[config.mk]
export PLATFORM = sky130hd
export DESIGN_NAME = spi_input_conditioner
export DESIGN_NICKNAME = d
export VERILOG_FILES = /design/src/rtl/spi_input_conditioner.sv
export SDC_FILE = /design/constraint.sdc
export NUM_CORES = 1
export LEC_CHECK = 0
export BUFFER_PORTS_ARGS = -buffer_cell sky130_fd_sc_hd__buf_2
export CELL_PAD_IN_SITES_DETAIL_PLACEMENT = 1
export CELL_PAD_IN_SITES_GLOBAL_PLACEMENT = 2
export CORE_MARGIN = 2
export CORE_UTILIZATION = 36
export DETAILED_ROUTE_END_ITERATION = 12
export GPL_TIMING_DRIVEN = 0
export MAX_ROUTING_LAYER = met4
export PLACE_DENSITY = 0.8
export SYNTH_ARGS = -nofsm -noshare
export SYNTH_HDL_FRONTEND = slang
export SYNTH_SLANG_ARGS = --single-unit
export TNS_END_PERCENT = 50
[constraint.sdc]
create_clock -name clk -period 1.9 [get_ports clk]
set_input_delay 0.19 -clock clk [delete_from_list [all_inputs] [get_ports clk]]
set_output_delay 0.19 -clock clk [all_outputs]
set_load 0.1 [all_outputs]
[src/rtl/spi_input_conditioner.sv]
// spi_input_conditioner
// Front end for the SPI slave. Brings the raw sclk, cs and mosi pins into the
// clk domain through two-flop synchronizers, debounces each channel with a
// saturating counter, and derives registered single-cycle edge pulses plus
// the MOSI bit captured on every debounced SCLK rise.
module spi_input_conditioner #(
  parameter int COUNTER_WIDTH = 3,
  parameter int WAIT_TIME     = 3
) (
  input  logic clk,
  input  logic rst_n,
  input  logic sclk_pin,
  input  logic cs_pin,
  input  logic mosi_pin,
  output logic sclk_cond,
  output logic sclk_posedge,
  output logic sclk_negedge,
  output logic cs_cond,
  output logic cs_fall,
  output logic cs_rise,
  output logic mosi_cond,
  output logic mosi_sample
);

  // Channel indices into the per-channel vectors below.
  localparam int CH_SCLK = 0;
  localparam int CH_CS   = 1;
  localparam int CH_MOSI = 2;

  // Idle levels: SCLK low, CS high (deselected), MOSI low.
  localparam logic [2:0] RST_LVL = 3'b010;

  localparam logic [COUNTER_WIDTH-1:0] WAIT_CNT = COUNTER_WIDTH'(WAIT_TIME);
  localparam logic [COUNTER_WIDTH-1:0] CNT_ONE  = COUNTER_WIDTH'(1);

  logic [2:0]               w_pin;
  logic [2:0]               r_sync0;
  logic [2:0]               r_sync1;
  logic [2:0]               r_cond;
  logic [COUNTER_WIDTH-1:0] r_cnt [3];
  logic [2:0]               w_accept;

  logic r_sclk_posedge;
  logic r_sclk_negedge;
  logic r_cs_fall;
  logic r_cs_rise;
  logic r_mosi_sample;

  assign w_pin = {mosi_pin, cs_pin, sclk_pin};

  // A channel accepts the synchronized level once it has disagreed with the
  // conditioned level for WAIT_TIME+1 consecutive samples.
  always_comb begin
    // NOTE: every bit gets a value on every pass through always_comb, so no
    // latch can be inferred.
    w_accept = '0;
    for (int i = 0; i < 3; i++) begin
      w_accept[i] = (r_sync1[i] != r_cond[i]) && (r_cnt[i] == WAIT_CNT);
    end
  end

  // Two-flop synchronizers for the asynchronous pins.
  always_ff @(posedge clk) begin
    // NOTE: state is updated with non-blocking assignments so every flop
    // samples the pre-edge values of the others, exactly like hardware.
    if (!rst_n) begin
      r_sync0 <= RST_LVL;
      r_sync1 <= RST_LVL;
    end else begin
      r_sync0 <= w_pin;
      r_sync1 <= r_sync0;
    end
  end

  // Debounce counters and conditioned levels.
  always_ff @(posedge clk) begin
    if (!rst_n) begin
      r_cond <= RST_LVL;
      // NOTE: the counter array is reset explicitly; it is three tiny
      // registers, not a RAM, and a mid-frame reset must not leave a
      // half-counted glitch behind.
      for (int i = 0; i < 3; i++) begin
        r_cnt[i] <= '0;
      end
    end else begin
      for (int i = 0; i < 3; i++) begin
        if (r_sync1[i] == r_cond[i]) begin
          r_cnt[i] <= '0;
        end else if (w_accept[i]) begin
          r_cond[i] <= r_sync1[i];
          r_cnt[i]  <= '0;
        end else begin
          r_cnt[i] <= r_cnt[i] + CNT_ONE;
        end
      end
    end
  end

  // Edge pulses, asserted on the same edge the conditioned level changes.
  always_ff @(posedge clk) begin
    if (!rst_n) begin
      r_sclk_posedge <= 1'b0;
      r_sclk_negedge <= 1'b0;
      r_cs_fall      <= 1'b0;
      r_cs_rise      <= 1'b0;
    end else begin
      r_sclk_posedge <= w_accept[CH_SCLK] &  r_sync1[CH_SCLK];
      r_sclk_negedge <= w_accept[CH_SCLK] & ~r_sync1[CH_SCLK];
      r_cs_fall      <= w_accept[CH_CS]   & ~r_sync1[CH_CS];
      r_cs_rise      <= w_accept[CH_CS]   &  r_sync1[CH_CS];
    end
  end

  // MOSI capture on the debounced SCLK rise; reads the pre-edge mosi level
  // so a simultaneous MOSI update is not seen until the next rise.
  always_ff @(posedge clk) begin
    if (!rst_n) begin
      r_mosi_sample <= 1'b0;
    end else if (w_accept[CH_SCLK] && r_sync1[CH_SCLK]) begin
      r_mosi_sample <= r_cond[CH_MOSI];
    end
  end

  assign sclk_cond    = r_cond[CH_SCLK];
  assign cs_cond      = r_cond[CH_CS];
  assign mosi_cond    = r_cond[CH_MOSI];
  assign sclk_posedge = r_sclk_posedge;
  assign sclk_negedge = r_sclk_negedge;
  assign cs_fall      = r_cs_fall;
  assign cs_rise      = r_cs_rise;
  assign mosi_sample  = r_mosi_sample;

endmodule

==> reports/metrics.yaml <==
status: "finished clean"
grt_overflow: 0
cts_tree: "yes"
setup_tns_ns: 0
cts-buffers-inserted: 3
slowest_delay_ns: 0.42
dp_cells: 121
netlist_top_cells_area: "dfxtp_1 (30%), edfxtp_1 (29%), ha_1 (8.2%), mux2i_1 (4.3%), nor3b_2 (4.1%)"
syn_inst: 71
critical_path_required_ns: 2.05
final-setup-viol-count: 0
yosysWarnings: 0
synthArstFlopShare_pct: 0
num_vias: 531
initial_core_util_pct: 37.51
path_delay_family: "adder cells"
crit_path_max_fanout: 4
power-per-cell-area_nw_per_um2: 746.5
clock-sinks: 23
cp.arrival_ns: 1.60
synth_cell_type_count: 18
hold-path-endpoint: "r_sync0[1]"
r2r_cells: 4
dp_hpwl_mm: 1.023
core-area_um2: 2455
endpoint_kind: "register"
yosysSeqAreaShare_pct: 59.78
worstPathCellList: "ha_1 -> ha_1 -> nand2b_1 -> nor3_1"
grt_max_degree: 14
antenna_cells: 0
crit_top_cell: "ha_1"
clkTransAtPathRegs_ns: 0.12
synth_seq_cells: 23
drt_first_iter_violations: 4
ff2ff_setup_slack_ns: 0.45
std_cell_rows: 18
cp_slowest_cell: "edfxtp_1"
synth_edf_count: 9
grt_pass1_wl_mm: 2.277
syn_area_um2: 920.9
antenna_found_initial: 0
clock_tree.root_cell: "clkbuf_4"
viasPerCell: 4.248
post_cts_buffers: 0
netlist_top_cells_count: "dfxtp_1 (14), edfxtp_1 (9), ha_1 (6), nor3_1 (6)"
area_growth_pct: 16.85
fmax_mhz: 688.2
drv_cap: 0
yosys_most_used_dff: "dfxtp_1"
insertion_delay_ns: 0.30
fin_crit_sh_pct: 76.48
hold_viol: 0
leakage_nw: 0.4521
netlist.area_leader.share_pct: 30.43
grt_pass1_vias: 542
path_class: "reg -> reg"
whs_ns: 0.05683
power_mw: 0.8033
port_buffers: 12
dieArea_um2: 2978
ant_nets: 0
wl_per_cell_um: 10.41
htreeDepth: 1
synth_most_common_cell: "dfxtp_1"
layout_min_cycle_time_ns: 1.453
ios: 13
synth_top_area_cell: "dfxtp_1"
clockBufferDepth: 2
final_nets: 107
cts_hold_buf: 0
fp.dieH_um: 54.58
startpoint_type: "register"
min-delay-start: "cs_pin"
drc_errors: 0
slew_viol_final: 0
crit_buf_inv: 0
worstReg2RegStart: "r_cnt[0][0]"
firstDrtPassIters: 2
cp.depth: 4
post_cts_resize_count: 0
gp_congestion: 0.5799
rr_endpoint: "r_cnt[0][0]"
layoutNonFillerInstCount: 125
die_w_um: 54.58
clock-skew-final_ns: 0.0006663
min_path_cells: 2
post-route-util_pct: 43.83
postSynthAreaPerCell_um2: 12.97
final_layout_size_suffix_gt1_share_pct: 22.11
routed_wl_mm: 1.301
rsz0062_at_grt: "false"
min_path_type: "in -> reg"
track_usage_pct: 11.44
peakVddDrop_v: 0.0005369
power by group:
group	leakage (nW)	internal [mW]	switching, mW
Sequential	0.207	0.527	0.00724
Combinational	0.227	0.0212	0.0279
Clock	0.0177	0.0784	0.141
Total	0.452	0.627	0.176
placed cells by master (no fill, tap or decap), drive strengths merged:
| master | instances |
|---|---|
| edfxtp | 9 |
| and2 | 4 |
| nor2b | 2 |
| buf | 13 |
| nand3b | 1 |
| nor3 | 6 |
| ha | 6 |
| nand2 | 5 |
| nand2b | 3 |
| dfxtp | 14 |
| or2b | 2 |
| inv | 3 |
| mux2i | 4 |
| clkinv | 1 |
| clkbuf | 3 |
| nor3b | 7 |
| conb | 9 |
| xnor2 | 3 |
final cells by class:
cell class	instances	area, µm²
buffer	1	11.26
clock buffer	3	22.52
clock inverter	1	5.005
fill	276	1379
inverter	3	11.26
multi-input combinational	52	377.9
sequential	23	550.5
tap	30	37.54
timing repair buffer	12	60.06
metal layers:
layer  up-vias  global-route usage [%]  part of all wire [%]
met4         0                   5.000                   1.2
li1        282                       -                     -
met5         -                       -                     0
met2        10                   18.67                    48
met1       237                   13.04                    47
met3         2                   3.279                   4.1
flip-flops by register name, summed over array words and instances, names as in the netlist:
register / flops
sclk_negedge: 1
cs_rise: 1
sclk_posedge: 1
r_sync0: 3
mosi_sample: 1
cs_fall: 1
r_cond: 3
r_sync1: 3
r_cnt: 9
worst max path at each step:
stage                            from     endpoint  slack [ns]
after floorplan             r_cond[0]  r_cnt[0][1]        0.30
after global placement    r_cnt[0][0]  r_cnt[0][0]        0.49
after detailed placement  r_cnt[0][0]  r_cnt[0][0]        0.43
after CTS                 r_cnt[0][0]  r_cnt[0][0]        0.40
after global routing      r_cnt[0][0]  r_cnt[0][0]        0.32
final                     r_cnt[0][0]  r_cnt[0][0]        0.45
per-stage QoR:
stage / setup WS, ns / area [µm²]
after detailed placement: 0.4326 / 1049
after CTS: 0.4043 / 1076
after floorplan: 0.2998 / 950.9
after global placement: 0.4947 / 1049
after global routing: 0.3201 / 1076
final: 0.4469 / 1076
cell families (layout without fill, tap and decap cells):
family | Yosys count | count (layout) | synth area share [%]
flops | 23 | 23 | 59.78
other cells | 1 | 9 | 0.4072
fa+ha+maj | 6 | 6 | 8.152
buf+inv | 4 | 20 | 2.445
mux | 4 | 4 | 4.348
simple gates | 30 | 30 | 22.01
xor+xnor | 3 | 3 | 2.854
worst reg2reg max path, delay by kind of cell, from the launching register on:
| kind | cells | cell delay, ns |
|---|---|---|
| fa+ha+maj | 2 | 0.48 |
| simple gates | 2 | 0.40 |
| flops | 1 | 0.42 |
Note: power is estimated with default switching activity, not from simulation.
